## src/rtl/fp_pkg.sv

```systemverilog
// Shared FP datapath definitions: field widths, alignment width and the
// operand record passed between the align, add/sub and normalize stages.
package fp_pkg;

  localparam int FP_EXP_WIDTH  = 8;
  localparam int FP_MANT_WIDTH = 23;
  localparam int GRS_W         = 3;
  localparam int FP_ALIGN_W    = FP_MANT_WIDTH + 1 + GRS_W;

  typedef struct packed {
    logic                    sign;
    logic [FP_EXP_WIDTH-1:0] exp;
    logic [FP_ALIGN_W-1:0]   mant;
  } align_op_t;

endpackage

```

## src/rtl/fp_rshift_sticky.sv

```systemverilog
// Combinational right shifter that folds every bit shifted past position 0
// into the sticky (LSB) position of the result.
module fp_rshift_sticky #(
  parameter int W   = 27,
  parameter int SHW = 8
) (
  input  logic [W-1:0]   in_val,
  input  logic [SHW-1:0] shamt,
  output logic [W-1:0]   out_val
);

  logic [W-1:0] shifted_s;
  logic [W-1:0] mask_s;
  logic         lost_s;

  // Shift, then OR the discarded bits back into the sticky position.
  always_comb begin
    shifted_s = {W{1'b0}};
    mask_s    = {W{1'b0}};
    lost_s    = 1'b0;
    if (int'(shamt) >= W) begin
      // Everything falls off: only the sticky summary survives.
      shifted_s = {W{1'b0}};
      lost_s    = |in_val;
    end else begin
      mask_s    = ~({W{1'b1}} << shamt);
      shifted_s = in_val >> shamt;
      lost_s    = |(in_val & mask_s);
    end
    out_val = {shifted_s[W-1:1], shifted_s[0] | lost_s};
  end

endmodule

```

## src/rtl/fp_align_stage.sv

```systemverilog
// FP add/sub operand alignment: stage 1 orders operands and computes the
// exponent difference, stage 2 shifts the smaller significand with GRS.
module fp_align_stage
  import fp_pkg::*;
#(
  parameter int EXP_WIDTH  = FP_EXP_WIDTH,
  parameter int MANT_WIDTH = FP_MANT_WIDTH
) (
  input  logic                    clk,
  input  logic                    rst,
  input  logic                    in_valid,
  output logic                    in_ready,
  input  logic                    op_sub,
  input  logic                    sign_a,
  input  logic                    sign_b,
  input  logic [EXP_WIDTH-1:0]    exp_a,
  input  logic [EXP_WIDTH-1:0]    exp_b,
  input  logic [MANT_WIDTH-1:0]   frac_a,
  input  logic [MANT_WIDTH-1:0]   frac_b,
  output logic                    out_valid,
  input  logic                    out_ready,
  output logic [EXP_WIDTH-1:0]    exp_out,
  output logic                    sign_big,
  output logic                    eff_sub,
  output logic                    swapped,
  output logic [MANT_WIDTH+3:0]   mant_big,
  output logic [MANT_WIDTH+3:0]   mant_small
);

  localparam int ALIGN_W = MANT_WIDTH + 1 + GRS_W;
  localparam logic [EXP_WIDTH-1:0] EXP_ZERO = {EXP_WIDTH{1'b0}};
  localparam logic [EXP_WIDTH-1:0] EXP_ONE  = {{(EXP_WIDTH-1){1'b0}}, 1'b1};

  // Stage-1 combinational compare results
  logic                  hid_a_s;
  logic                  hid_b_s;
  logic [EXP_WIDTH-1:0]  eff_exp_a_s;
  logic [EXP_WIDTH-1:0]  eff_exp_b_s;
  logic [MANT_WIDTH:0]   sig_a_s;
  logic [MANT_WIDTH:0]   sig_b_s;
  logic                  a_big_s;
  logic                  sign_b_eff_s;
  logic [EXP_WIDTH-1:0]  exp_big_s;
  logic [EXP_WIDTH-1:0]  diff_s;
  logic [ALIGN_W-1:0]    mant_big_s;
  logic [ALIGN_W-1:0]    mant_small_s;
  logic                  sign_big_s;

  // Stage-1 registers
  logic                  s1_valid_r;
  logic                  s1_sign_r;
  logic                  s1_eff_sub_r;
  logic                  s1_swapped_r;
  logic [EXP_WIDTH-1:0]  s1_exp_r;
  logic [EXP_WIDTH-1:0]  s1_diff_r;
  logic [ALIGN_W-1:0]    s1_mant_big_r;
  logic [ALIGN_W-1:0]    s1_mant_small_r;

  // Handshake and stage-2 shifter output
  logic                  s1_adv_s;
  logic                  s2_adv_s;
  logic [ALIGN_W-1:0]    shifted_s;

  assign s2_adv_s = !out_valid || out_ready;
  assign s1_adv_s = !s1_valid_r || s2_adv_s;
  assign in_ready = s1_adv_s;

  // Denormal handling, magnitude ordering and exponent difference.
  always_comb begin
    hid_a_s      = (exp_a != EXP_ZERO);
    hid_b_s      = (exp_b != EXP_ZERO);
    eff_exp_a_s  = hid_a_s ? exp_a : EXP_ONE;
    eff_exp_b_s  = hid_b_s ? exp_b : EXP_ONE;
    sig_a_s      = {hid_a_s, frac_a};
    sig_b_s      = {hid_b_s, frac_b};
    sign_b_eff_s = sign_b ^ op_sub;
    // Including the hidden bit lets a denormal lose to exp=1 at equal eff exp.
    a_big_s      = (eff_exp_a_s > eff_exp_b_s) ||
                   ((eff_exp_a_s == eff_exp_b_s) && (sig_a_s >= sig_b_s));
    if (a_big_s) begin
      exp_big_s    = eff_exp_a_s;
      diff_s       = eff_exp_a_s - eff_exp_b_s;
      mant_big_s   = {sig_a_s, {GRS_W{1'b0}}};
      mant_small_s = {sig_b_s, {GRS_W{1'b0}}};
      sign_big_s   = sign_a;
    end else begin
      exp_big_s    = eff_exp_b_s;
      diff_s       = eff_exp_b_s - eff_exp_a_s;
      mant_big_s   = {sig_b_s, {GRS_W{1'b0}}};
      mant_small_s = {sig_a_s, {GRS_W{1'b0}}};
      sign_big_s   = sign_b_eff_s;
    end
  end

  // Stage-1 register: loads on accepted input, holds while stage 2 is stalled.
  always_ff @(posedge clk) begin
    if (rst) begin
      s1_valid_r      <= 1'b0;
      s1_sign_r       <= 1'b0;
      s1_eff_sub_r    <= 1'b0;
      s1_swapped_r    <= 1'b0;
      s1_exp_r        <= EXP_ZERO;
      s1_diff_r       <= EXP_ZERO;
      s1_mant_big_r   <= {ALIGN_W{1'b0}};
      s1_mant_small_r <= {ALIGN_W{1'b0}};
    end else if (s1_adv_s) begin
      s1_valid_r <= in_valid;
      if (in_valid) begin
        s1_sign_r       <= sign_big_s;
        s1_eff_sub_r    <= sign_a ^ sign_b ^ op_sub;
        s1_swapped_r    <= !a_big_s;
        s1_exp_r        <= exp_big_s;
        s1_diff_r       <= diff_s;
        s1_mant_big_r   <= mant_big_s;
        s1_mant_small_r <= mant_small_s;
      end else begin
        s1_sign_r       <= s1_sign_r;
        s1_eff_sub_r    <= s1_eff_sub_r;
        s1_swapped_r    <= s1_swapped_r;
        s1_exp_r        <= s1_exp_r;
        s1_diff_r       <= s1_diff_r;
        s1_mant_big_r   <= s1_mant_big_r;
        s1_mant_small_r <= s1_mant_small_r;
      end
    end else begin
      s1_valid_r <= s1_valid_r;
    end
  end

  fp_rshift_sticky #(
    .W   (ALIGN_W),
    .SHW (EXP_WIDTH)
  ) u_rshift (
    .in_val  (s1_mant_small_r),
    .shamt   (s1_diff_r),
    .out_val (shifted_s)
  );

  // Stage-2 output register: outputs stay frozen while downstream stalls.
  always_ff @(posedge clk) begin
    if (rst) begin
      out_valid  <= 1'b0;
      exp_out    <= EXP_ZERO;
      sign_big   <= 1'b0;
      eff_sub    <= 1'b0;
      swapped    <= 1'b0;
      mant_big   <= {ALIGN_W{1'b0}};
      mant_small <= {ALIGN_W{1'b0}};
    end else if (s2_adv_s) begin
      out_valid <= s1_valid_r;
      if (s1_valid_r) begin
        exp_out    <= s1_exp_r;
        sign_big   <= s1_sign_r;
        eff_sub    <= s1_eff_sub_r;
        swapped    <= s1_swapped_r;
        mant_big   <= s1_mant_big_r;
        mant_small <= shifted_s;
      end else begin
        exp_out    <= exp_out;
        sign_big   <= sign_big;
        eff_sub    <= eff_sub;
        swapped    <= swapped;
        mant_big   <= mant_big;
        mant_small <= mant_small;
      end
    end else begin
      out_valid <= out_valid;
    end
  end

endmodule
```

## config.mk

```make
export PLATFORM = sky130hd
export DESIGN_NAME = fp_align_stage
export DESIGN_NICKNAME = d
export VERILOG_FILES = /design/src/rtl/fp_pkg.sv /design/src/rtl/fp_rshift_sticky.sv /design/src/rtl/fp_align_stage.sv
export SDC_FILE = /design/constraint.sdc
export NUM_CORES = 1
export LEC_CHECK = 0
export CORE_UTILIZATION = 44
export DETAILED_ROUTE_END_ITERATION = 8
export GPL_ROUTABILITY_DRIVEN = 0
export PLACE_DENSITY = 0.74
export SYNTH_ARGS = -nofsm -noshare
export SYNTH_HDL_FRONTEND = slang
export SYNTH_SLANG_ARGS = --single-unit
```

## constraint.sdc

```tcl
create_clock -name clk -period 4.87 [get_ports clk]
set_clock_uncertainty 0.15 [all_clocks]
set_input_delay 0.7305 -clock clk [delete_from_list [all_inputs] [get_ports clk]]
set_output_delay 0.7305 -clock clk [all_outputs]
set_load 0.02 [all_outputs]
```

# == Word-level counts from Yosys, hierarchy flattened ==
# Index checks and enable logic that the tools add are counted.
# op_classes
n_mux,9
eq_ne,1
bitwise,6
n_shift,2
order_cmp,3
n_reduce_logical,13
n_addsub,2
# op_table
cell,n
$mux 27,3
$reduce_or 27->1,2
$mux 8,4
$and 27x27->27,1
$not 27->27,1
$shl 27x8->27 const A,1
$shr 27x8->27,1
$ge 24x24->1,1
$reduce_bool 8->1,2
$sub 8x8->8,2
$eq 8x8->1,1
$ge 8x5->1 const B,1
$gt 8x8->1,1
$reduce_and 2->1,2
$logic_not 1->1,3
$logic_or 1x1->1,3
$xor 1x1->1,3
$mux 1,2
$logic_and 1x1->1,1
$or 1x1->1,1
# totals
elab_cells,51
regBits,140
inputBits,69
out_inout_bits,67

# == Depth between registers and ports, before layout ==
# Gate-level depths: netlist (run 1).
# logic_depth
depth_word,6
ltp_mapped,17
ltp_nobuf,15

# == Modules after synthesis ==
# A second synthesis (run 1) with hierarchy kept.
# unflattened
cells_unflattened,1117
area_unflattened_um2,8662.1
# modules_own_cells
mod,seq_area_each_um2,instances,cells_each,area_per_inst_um2
fp_align_stage,2622.5,1,827,6691.4
fp_rshift_sticky,0.0,1,290,1970.6

# == Least setup slack after synthesis (run 1) ==
# OpenSTA, ideal clock, no wires.
# synth_timing
path_type,input -> register
start,input exp_b[0]
end,register s1_diff_r[6]
setup_slack_ps,1229
n_path_buf,0
arrival_time_ps,3412
setup_time_ps,79
stages,11
required_time_ps,4641
cell_sequence,or4_1 nor2_1 nor2_1 ha_1 nand4_2 a2111oi_2 o211ai_1 nand2_4 mux2_2 a211o_1 o211ai_1
# synth_between
elab_chain_len,6
word_cells_on_any_way,10
classes_between,add/sub: 2; order compare: 2; eq/ne: 1; mux: 2; reduce/logical: 3
# synth_lines
item,line_no,source
start: declaration,fp_align_stage.sv:17,"input logic [EXP_WIDTH-1:0] exp_b,"
"parallel branches: the longest is 5 deep, another holds $ge 24x24->1",n/a,
$mux 8 *,fp_align_stage.sv:80,if (a_big_s) begin
end signal: assignment,fp_align_stage.sv:113,s1_diff_r <= diff_s;
end signal: assignment,fp_align_stage.sv:121,s1_diff_r <= s1_diff_r;
end: declaration,fp_align_stage.sv:55,logic [EXP_WIDTH-1:0] s1_diff_r;
# Every way passes the cells marked *.
# A chain may end at the register's enable or synchronous reset.

# == Worst setup path in the final report (run 1) ==
# layout_timing
start,input exp_b[1]
end,register s1_mant_big_r[14]
# layout_between
elab_chain_len,6
word_cells_on_any_way,8
classes_between,order compare: 2; eq/ne: 1; mux: 2; reduce/logical: 3
# layout_lines
item,line_no,source
"parallel branches: the longest is 4 deep, another holds $ge 24x24->1",n/a,
$logic_or 1x1->1 *,fp_align_stage.sv:78,a_big_s = (eff_exp_a_s > eff_exp_b_s) ||
$mux 27 *,fp_align_stage.sv:80,
end signal: assignment,fp_align_stage.sv:104,s1_mant_big_r <= {ALIGN_W{1'b0}};
end signal: assignment,fp_align_stage.sv:114,s1_mant_big_r <= mant_big_s;
end signal: assignment,fp_align_stage.sv:122,s1_mant_big_r <= s1_mant_big_r;
end: declaration,fp_align_stage.sv:56,logic [ALIGN_W-1:0] s1_mant_big_r;
# Marks and branches as above.

==> results of run 1 <==
==> stage by stage <==
stage	cells	util (%)	hold slack, ns	power [mW]	area (um^2)
after floorplan	1030	-	0.282	1.78	8010
after global placement	1307	52.8	0.290	1.98	9260
after detailed placement	1307	52.8	0.293	2.00	9260
after CTS	1339	56.2	0.307	3.31	9860
after global routing	1339	56.2	0.325	3.45	9860
final	1339	56.2	0.307	3.30	9860
==> per-layer routing <==
layer	track usage [%]	vias to the layer above
li1	-	3780
met1	31.9	3475
met2	37.2	266
met3	4.78	43
met4	8.30	0
met5	0	-
==> cells in the mapped netlist, types with 5 or more instances <==
library cell / n / share of area [%]
sky130_fd_sc_hd__a21oi_1: 109 / 6.8
sky130_fd_sc_hd__buf_2: 6 / 0.38
sky130_fd_sc_hd__mux4_2: 12 / 3.4
sky130_fd_sc_hd__inv_1: 46 / 2.2
sky130_fd_sc_hd__o21ai_0: 30 / 1.9
sky130_fd_sc_hd__nor2_1: 164 / 7.7
sky130_fd_sc_hd__nand4_1: 5 / 0.39
sky130_fd_sc_hd__mux2_2: 8 / 1.1
sky130_fd_sc_hd__o211ai_1: 7 / 0.66
sky130_fd_sc_hd__dfxtp_1: 131 / 33
sky130_fd_sc_hd__ha_1: 39 / 6.1
sky130_fd_sc_hd__nand3_1: 10 / 0.63
sky130_fd_sc_hd__a22oi_1: 14 / 1.3
sky130_fd_sc_hd__nor2b_1: 6 / 0.47
sky130_fd_sc_hd__a211oi_1: 64 / 6.0
sky130_fd_sc_hd__mux2i_1: 50 / 6.3
sky130_fd_sc_hd__nand2_1: 141 / 6.6
sky130_fd_sc_hd__a222oi_1: 7 / 0.88
sky130_fd_sc_hd__nor3_1: 14 / 0.88
sky130_fd_sc_hd__buf_4: 12 / 1.1
sky130_fd_sc_hd__clkbuf_1: 64 / 3.0
==> power groups by stage <==
stage	registers, mW	clock network [mW]	logic, mW
finish	1.21	1.31	0.778
CTS	1.21	1.33	0.772
detailed placement	1.23	0	0.767
global route	1.22	1.37	0.856
global placement	1.23	0	0.755
floorplan	1.22	0	0.554
==> flip-flops by register name (all words and copies together), names as in the netlist <==
signal and count:
eff_sub 1, exp_out 8, mant_big 24, mant_small 27
out_valid 1, s1_diff_r 8, s1_eff_sub_r 1, s1_exp_r 8
s1_mant_big_r 24, s1_mant_small_r 24, s1_sign_r 1, s1_swapped_r 1
s1_valid_r 1, sign_big 1, swapped 1
==> worst min path at each step <==
stage,cells past startpoint,slack (ns),start,to
after floorplan,2,0.28,s1_eff_sub_r$_SDFFE_PP0P_,eff_sub$_SDFFE_PP0P_
after global placement,2,0.29,s1_sign_r$_SDFFE_PP0P_,s1_sign_r$_SDFFE_PP0P_
after detailed placement,2,0.29,s1_mant_big_r[19]$_SDFFE_PP0P_,mant_big[19]$_SDFFE_PP0P_
after CTS,2,0.31,s1_eff_sub_r$_SDFFE_PP0P_,s1_eff_sub_r$_SDFFE_PP0P_
after global routing,2,0.32,s1_exp_r[2]$_SDFFE_PP0P_,exp_out[2]$_SDFFE_PP0P_
final,2,0.31,s1_eff_sub_r$_SDFFE_PP0P_,s1_eff_sub_r$_SDFFE_PP0P_
==> worst min-delay path, delay by kind of cell (launching register included) <==
kind	cells	cell delay, ns
flops	1	0.31
simple gates	1	0.05
compound gates	1	0.05
==> cell type report <==
| cell class | instances | area, um^2 | share of cell area, % |
|---|---|---|---|
| tap | 225 | 282 | 2.85 |
| clock inverter | 15 | 175 | 1.78 |
| timing repair buffer | 145 | 1430 | 14.5 |
| clock buffer | 17 | 425 | 4.31 |
| sequential | 131 | 2620 | 26.6 |
| multi-input combinational | 758 | 4750 | 48.1 |
| inverter | 48 | 180 | 1.83 |
==> logic make-up (layout without fill, tap and decap cells) <==
logic type	Yosys count	in the layout	synth area share [%]
buffers and inverters	141	225	8.05
AND/OR/NAND/NOR	366	366	19.0
flip-flops	131	131	32.8
XOR/XNOR	5	5	0.547
adder cells (fa/ha/maj)	42	42	6.73
other	1	3	0.0469
multiplexers	70	70	10.8
AO/OA/AOI/OAI	272	272	22.1
==> run_summary.xml, run 1 <==
<?xml version="1.0" encoding="UTF-8"?>
<metrics>
  <group name="outcome">
    <metric name="status" unit="">finished clean</metric>
  </group>
  <group name="logic_synthesis">
    <metric name="synth_seq_area_share" unit="%">32.8</metric>
    <metric name="synth-edff-count" unit="">0</metric>
    <metric name="yosys_warnings" unit="">0</metric>
    <metric name="synth_ff_type" unit="">sky130_fd_sc_hd__dfxtp_1</metric>
    <metric name="post_synth_num_cell_types" unit="">66</metric>
    <metric name="async_sr_flop_fraction" unit="%">0</metric>
    <metric name="ys_ff_latch" unit="">131</metric>
    <metric name="synth_area" unit="um^2">8000</metric>
    <metric name="synthCells" unit="">1028</metric>
    <metric name="synth_area_per_cell" unit="um^2">7.78</metric>
  </group>
  <group name="clock_tree">
    <metric name="cts_repair_resize_count" unit="">0</metric>
    <metric name="tritoncts" unit="">done</metric>
    <metric name="cts_hold_buf" unit="">0</metric>
    <metric name="clock_tree.root_cell" unit="">sky130_fd_sc_hd__clkbuf_16</metric>
    <metric name="clock_buffers_created_by_tritoncts" unit="">17</metric>
    <metric name="clock_insertion_delay_worst_skew" unit="ns">0.43</metric>
    <metric name="path_clk_slew" unit="ns">0.07</metric>
    <metric name="clock_sink_count" unit="">131</metric>
    <metric name="h_tree_depth" unit="">4</metric>
    <metric name="post_cts_buffers" unit="">0</metric>
    <metric name="cts-root-to-sink-buffers" unit="">2</metric>
  </group>
  <group name="layout">
    <metric name="num_antenna_cells" unit="">0</metric>
    <metric name="most-common-layout-cells" unit="">sky130_fd_sc_hd__nor2_1 (164), sky130_fd_sc_hd__nand2_1 (141), sky130_fd_sc_hd__dfxtp_1 (131), sky130_fd_sc_hd__clkdlybuf4s50_1 (131), sky130_fd_sc_hd__a21oi_1 (109)</metric>
    <metric name="layout_commonest_cell" unit="">sky130_fd_sc_hd__nor2_1</metric>
    <metric name="layout-area-overhead-vs-synth" unit="%">23.3</metric>
    <metric name="share_of_post_route_cells_with_drive_strength_above_1" unit="%">6.91</metric>
    <metric name="final_net_count" unit="">1211</metric>
    <metric name="fillerInstances" unit="">1627</metric>
  </group>
  <group name="placed_design">
    <metric name="dp_worst_setup_slack" unit="ns">0.283</metric>
    <metric name="portBuffers" unit="">132</metric>
    <metric name="detailedPlacementHpwl" unit="um">15300</metric>
  </group>
  <group name="timing">
    <metric name="grt_setup_unrepaired" unit="">false</metric>
    <metric name="max_slew_violation_count" unit="">0</metric>
    <metric name="timing.final.setup_violations" unit="">0</metric>
    <metric name="max-slew-margin-rel" unit="%">30.9</metric>
    <metric name="finalCritPeriodShare" unit="%">87.8</metric>
    <metric name="fin_tns_setup" unit="ns">0</metric>
    <metric name="final_hold_viol_count" unit="">0</metric>
    <metric name="fmaxAchievable" unit="GHz">0.234</metric>
    <metric name="least_margin_pin_slew" unit="ns">1.03</metric>
    <metric name="postLayoutSetupSlackWorst" unit="ns">0.595</metric>
    <metric name="fin_crit" unit="ns">4.27</metric>
  </group>
  <group name="global_routing">
    <metric name="grt_antenna_before_repair" unit="">0</metric>
    <metric name="wire_length_of_the_first_global_routing_pass" unit="um">35000</metric>
    <metric name="grt_pass1_vias" unit="">7011</metric>
    <metric name="grt-ovfl-total" unit="">0</metric>
    <metric name="grt_start_max_net_pins" unit="">94</metric>
    <metric name="grt_util_all_layers" unit="%">23.6</metric>
  </group>
  <group name="setup_path">
    <metric name="critPathRequiredTime" unit="ns">4.99</metric>
    <metric name="startpoint_type" unit="">input port</metric>
    <metric name="timing.critical_path.max_delay_family" unit="">simple AND/OR/NAND/NOR gates</metric>
    <metric name="slowest_delay" unit="ns">0.54</metric>
    <metric name="path_class" unit="">in -&gt; reg</metric>
    <metric name="critical_path.most_common_cell" unit="">sky130_fd_sc_hd__nor2_1</metric>
    <metric name="timing.critical_path.to_type" unit="">flop</metric>
    <metric name="crit_start" unit="">exp_b[1]</metric>
    <metric name="critical_path.max_fanout" unit="">87</metric>
    <metric name="stages_on_worst_setup_path" unit="">12</metric>
    <metric name="critical-path-slowest-cell" unit="">sky130_fd_sc_hd__or4_1</metric>
    <metric name="worstSetupEndpoint" unit="">s1_mant_big_r[14]$_SDFFE_PP0P_</metric>
    <metric name="worstRegToRegCells" unit="">9</metric>
    <metric name="critPathBufInv" unit="">2</metric>
    <metric name="regToRegEndpoint" unit="">mant_small[0]$_SDFFE_PP0P_</metric>
    <metric name="crit_path_cell_trace" unit="">clkdlybuf4s50_1 -&gt; or4_1 -&gt; nor2_1 -&gt; nor2_1 -&gt; ha_1 -&gt; nand4_2 -&gt; a2111oi_2 -&gt; o211ai_1 -&gt; nand2_4 -&gt; buf_12 -&gt; mux2i_1 -&gt; a211oi_1</metric>
    <metric name="arrival" unit="ns">4.39</metric>
    <metric name="worst_r2r_startpoint" unit="">s1_diff_r[0]$_SDFFE_PP0P_</metric>
    <metric name="r2r_setup_slack" unit="ns">1.81</metric>
  </group>
  <group name="pwr">
    <metric name="sw_frac_of_total" unit="%">33.1</metric>
    <metric name="max-vdd-ir-drop" unit="V">0.000263</metric>
    <metric name="power.combinational.fraction" unit="%">23.6</metric>
    <metric name="power_switching" unit="mW">1.09</metric>
    <metric name="power.share.clock" unit="%">39.7</metric>
    <metric name="internal_power" unit="mW">2.20</metric>
    <metric name="seq_power_share" unit="%">36.7</metric>
    <metric name="power_density" unit="nW/um^2">334</metric>
    <metric name="static_power_due_to_leakage" unit="nW">3.94</metric>
  </group>
  <group name="routing">
    <metric name="routedLengthMet1" unit="um">10200</metric>
    <metric name="topRoutingLayerUsed" unit="">met4</metric>
    <metric name="wirelength" unit="um">21400</metric>
    <metric name="route.detailed.vias_per_inst" unit="">5.65</metric>
    <metric name="detailed_router_s_first_iteration_violation_count" unit="">566</metric>
    <metric name="wl_met2" unit="um">9620</metric>
    <metric name="overall_via_count_from_detail_route" unit="">7564</metric>
    <metric name="detail_route.first_pass.iterations" unit="">6</metric>
    <metric name="wl_per_cell" unit="um">16.0</metric>
    <metric name="routed_wl_met3" unit="um">1210</metric>
    <metric name="remaining_drc_errors" unit="">0</metric>
    <metric name="antenna_left" unit="">0</metric>
  </group>
  <group name="die">
    <metric name="number_of_placement_rows" unit="">48</metric>
    <metric name="die_w" unit="um">137</metric>
    <metric name="ioPinCount" unit="">136</metric>
    <metric name="floorplan.die_area" unit="um^2">18700</metric>
    <metric name="initial_utilization" unit="%">45.6</metric>
    <metric name="fp.coreArea" unit="um^2">17500</metric>
    <metric name="fp.dieH" unit="um">137</metric>
  </group>
  <group name="run">
    <metric name="max_cap_violations" unit="">0</metric>
  </group>
  <group name="worst_hold_path">
    <metric name="class_of_the_most_critical_hold_timing_path" unit="">reg -&gt; reg</metric>
  </group>
</metrics>
Note: power is estimated with default switching activity, not from simulation.
==> inputs of run 2 (changes only) <==
CAP_MARGIN = 25   (was default)
CORE_MARGIN = 5   (was default)
CORE_UTILIZATION = 54   (was 44)
PLACE_DENSITY = 0.87   (was 0.74)
==> run 2 against run 1 <==
- register-to-register slack improved by 0.28 ns
- sequential cell count did not move
- largest cell class unchanged
- fmax rose by 2.0%
- die area decreased by 7.4%
- sequential power about the same
- total power up 4.8%
- first-iteration DRC count rose by 27%
- global-route usage is 1.1 points higher
- sequential share of layout area down 0.39 points
- hold slack worse by 0.0040 ns
==> run_summary.xml, run 2 (synthesis gave the netlist of run 1 again) <==
<?xml version="1.0" encoding="UTF-8"?>
<metrics>
  <group name="die">
    <metric name="die_w" unit="um">132</metric>
    <metric name="number_of_placement_rows" unit="">44</metric>
    <metric name="fp.dieH" unit="um">132</metric>
    <metric name="fp.coreArea" unit="um^2">14500</metric>
    <metric name="floorplan.die_area" unit="um^2">17300</metric>
    <metric name="ioPinCount" unit="">136</metric>
    <metric name="initial_utilization" unit="%">55.0</metric>
  </group>
  <group name="pwr">
    <metric name="power_switching" unit="mW">1.04</metric>
    <metric name="power_density" unit="nW/um^2">345</metric>
    <metric name="internal_power" unit="mW">2.42</metric>
    <metric name="power.combinational.fraction" unit="%">23.5</metric>
    <metric name="static_power_due_to_leakage" unit="nW">4.03</metric>
    <metric name="max-vdd-ir-drop" unit="V">0.000261</metric>
    <metric name="power.share.clock" unit="%">41.4</metric>
    <metric name="seq_power_share" unit="%">35.0</metric>
    <metric name="sw_frac_of_total" unit="%">30.0</metric>
  </group>
  <group name="routing">
    <metric name="remaining_drc_errors" unit="">0</metric>
    <metric name="overall_via_count_from_detail_route" unit="">7806</metric>
    <metric name="detail_route.first_pass.iterations" unit="">5</metric>
    <metric name="route.detailed.vias_per_inst" unit="">5.98</metric>
    <metric name="antenna_left" unit="">0</metric>
    <metric name="wirelength" unit="um">22100</metric>
    <metric name="detailed_router_s_first_iteration_violation_count" unit="">721</metric>
    <metric name="wl_per_cell" unit="um">16.9</metric>
  </group>
  <group name="layout">
    <metric name="area_taken_by_flip_flops_and_latches" unit="um^2">2620</metric>
    <metric name="most-common-layout-cells" unit="">sky130_fd_sc_hd__nor2_1 (164), sky130_fd_sc_hd__nand2_1 (141), sky130_fd_sc_hd__dfxtp_1 (131), sky130_fd_sc_hd__clkdlybuf4s50_1 (131), sky130_fd_sc_hd__a21oi_1 (109)</metric>
    <metric name="largest_reg_flops" unit="">27</metric>
    <metric name="layout-area-overhead-vs-synth" unit="%">25.1</metric>
    <metric name="final_net_count" unit="">1218</metric>
    <metric name="top_register" unit="">mant_small</metric>
    <metric name="fillerInstances" unit="">1141</metric>
    <metric name="num_antenna_cells" unit="">0</metric>
    <metric name="multi_input_comb_area" unit="um^2">4750</metric>
    <metric name="share_of_post_route_cells_with_drive_strength_above_1" unit="%">7.49</metric>
    <metric name="instances_no_fill" unit="">1305</metric>
    <metric name="layout_commonest_cell" unit="">sky130_fd_sc_hd__nor2_1</metric>
  </group>
  <group name="timing">
    <metric name="max-slew-margin-rel" unit="%">31.2</metric>
    <metric name="postLayoutSetupSlackWorst" unit="ns">0.681</metric>
    <metric name="finalCritPeriodShare" unit="%">86.0</metric>
    <metric name="grt_setup_unrepaired" unit="">false</metric>
    <metric name="max_slew_violation_count" unit="">0</metric>
    <metric name="fmaxAchievable" unit="GHz">0.239</metric>
    <metric name="timing.final.setup_violations" unit="">0</metric>
    <metric name="fin_crit" unit="ns">4.19</metric>
    <metric name="least_margin_pin_slew" unit="ns">1.03</metric>
    <metric name="fin_tns_setup" unit="ns">0</metric>
    <metric name="final_hold_viol_count" unit="">0</metric>
  </group>
  <group name="clock_tree">
    <metric name="cts_hold_buf" unit="">0</metric>
    <metric name="clock_tree.root_cell" unit="">sky130_fd_sc_hd__clkbuf_16</metric>
    <metric name="path_clk_slew" unit="ns">0.06</metric>
    <metric name="cts_repair_resize_count" unit="">0</metric>
    <metric name="clock_sink_count" unit="">131</metric>
    <metric name="tritoncts" unit="">done</metric>
    <metric name="post_cts_buffers" unit="">0</metric>
    <metric name="clock_buffers_created_by_tritoncts" unit="">17</metric>
    <metric name="cts-root-to-sink-buffers" unit="">2</metric>
    <metric name="clock_insertion_delay_worst_skew" unit="ns">0.42</metric>
    <metric name="h_tree_depth" unit="">4</metric>
  </group>
  <group name="global_routing">
    <metric name="grt-ovfl-total" unit="">0</metric>
    <metric name="grt_util_all_layers" unit="%">24.7</metric>
    <metric name="wire_length_of_the_first_global_routing_pass" unit="um">36400</metric>
    <metric name="grt_start_max_net_pins" unit="">110</metric>
    <metric name="grt_pass1_vias" unit="">7481</metric>
    <metric name="grt_antenna_before_repair" unit="">0</metric>
  </group>
  <group name="setup_path">
    <metric name="startpoint_type" unit="">input port</metric>
    <metric name="worstRegToRegCells" unit="">8</metric>
    <metric name="timing.critical_path.max_delay_family" unit="">simple AND/OR/NAND/NOR gates</metric>
    <metric name="critical_path.most_common_cell" unit="">sky130_fd_sc_hd__nor2_1</metric>
    <metric name="timing.critical_path.to_type" unit="">flop</metric>
    <metric name="arrival" unit="ns">4.38</metric>
    <metric name="critPathBufInv" unit="">2</metric>
    <metric name="critical-path-slowest-cell" unit="">sky130_fd_sc_hd__or4_1</metric>
    <metric name="crit_path_cell_trace" unit="">clkdlybuf4s50_1 -&gt; or4_1 -&gt; nor2_1 -&gt; nor2_1 -&gt; ha_1 -&gt; nand4_2 -&gt; a2111oi_2 -&gt; o211ai_1 -&gt; nand2_4 -&gt; buf_4 -&gt; mux2i_1 -&gt; nand2_1 -&gt; a21oi_1</metric>
    <metric name="stages_on_worst_setup_path" unit="">13</metric>
    <metric name="critPathRequiredTime" unit="ns">5.06</metric>
    <metric name="slowest_delay" unit="ns">0.53</metric>
    <metric name="path_class" unit="">in -&gt; reg</metric>
    <metric name="critical_path.max_fanout" unit="">24</metric>
  </group>
  <group name="placed_design">
    <metric name="portBuffers" unit="">132</metric>
    <metric name="dp.cells" unit="">1270</metric>
    <metric name="detailedPlacementHpwl" unit="um">15200</metric>
    <metric name="dp_worst_setup_slack" unit="ns">0.304</metric>
  </group>
  <group name="outcome">
    <metric name="status" unit="">finished clean</metric>
  </group>
  <group name="worst_hold_path">
    <metric name="min_delay_path_depth" unit="">2</metric>
    <metric name="class_of_the_most_critical_hold_timing_path" unit="">reg -&gt; reg</metric>
  </group>
  <group name="run">
    <metric name="max_cap_violations" unit="">0</metric>
  </group>
</metrics>
==> run 2: cell count changes in the layout (fill, tap and decap cells not counted), moves of 2 or more <==
cell                         before  now
sky130_fd_sc_hd__buf_16           0    3
sky130_fd_sc_hd__inv_8            6    0
sky130_fd_sc_hd__clkinv_4         0    2
sky130_fd_sc_hd__clkinvlp_4       0    2
sky130_fd_sc_hd__buf_12           1    3
sky130_fd_sc_hd__buf_4           13   15
sky130_fd_sc_hd__inv_6            7    4
sky130_fd_sc_hd__bufinv_16        1    5
==> run 2: power groups by stage <==
stage | clock [mW] | combinational [mW] | sequential, mW
finish | 1.43 | 0.813 | 1.21
global route | 1.49 | 0.890 | 1.22
CTS | 1.44 | 0.778 | 1.22
detailed placement | 0 | 0.768 | 1.24
global placement | 0 | 0.752 | 1.24
floorplan | 0 | 0.554 | 1.22
==> run 2: worst min-delay path, cell delays in order (launching register included) <==
cell and delay (ns):
sky130_fd_sc_hd__dfxtp_1 0.31, sky130_fd_sc_hd__nand2_1 0.05, sky130_fd_sc_hd__a21oi_1 0.05
==> run 2: per-stage QoR <==
| stage | hold WS [ns] | cell area [um^2] | power [mW] | utilization, % |
|---|---|---|---|---|
| 2_1_floorplan | 0.282 | 8010 | 1.78 | - |
| 3_3_place_gp | 0.288 | 9270 | 1.99 | 63.7 |
| 3_5_place_dp | 0.291 | 9270 | 2.01 | 63.7 |
| 4_1_cts | 0.305 | 9930 | 3.44 | 68.3 |
| 5_1_grt | 0.326 | 10000 | 3.60 | 68.9 |
| 6_report | 0.303 | 10000 | 3.45 | 68.9 |
==> run 2: cell type report <==
type / count / area share, %
flip-flops and latches: 131 / 26.2
inverters: 48 / 1.80
well taps: 184 / 2.30
multi-input cells: 758 / 47.4
clock buffers: 18 / 4.39
repair buffers: 152 / 15.6
clock inverters: 14 / 2.23
==> run 2: per-layer routing <==
metal / track usage, % / vias up / routed length, um
li1: - / 3776 / -
met1: 31.9 / 3613 / 9190
met2: 40.6 / 356 / 10700
met3: 5.35 / 61 / 1690
met4: 9.14 / 0 / 506
met5: 0 / - / 0
==> run 2: final timing paths <==
| check | slack [ns] | start | to |
|---|---|---|---|
| max | 0.68 | exp_b[1] | s1_diff_r[1]$_SDFFE_PP0P_ |
| min | 0.30 | exp_out[1]$_SDFFE_PP0P_ | exp_out[1]$_SDFFE_PP0P_ |
| max reg2reg | 2.09 | s1_diff_r[3]$_SDFFE_PP0P_ | mant_small[0]$_SDFFE_PP0P_ |
| min reg2reg | 0.30 | exp_out[1]$_SDFFE_PP0P_ | exp_out[1]$_SDFFE_PP0P_ |
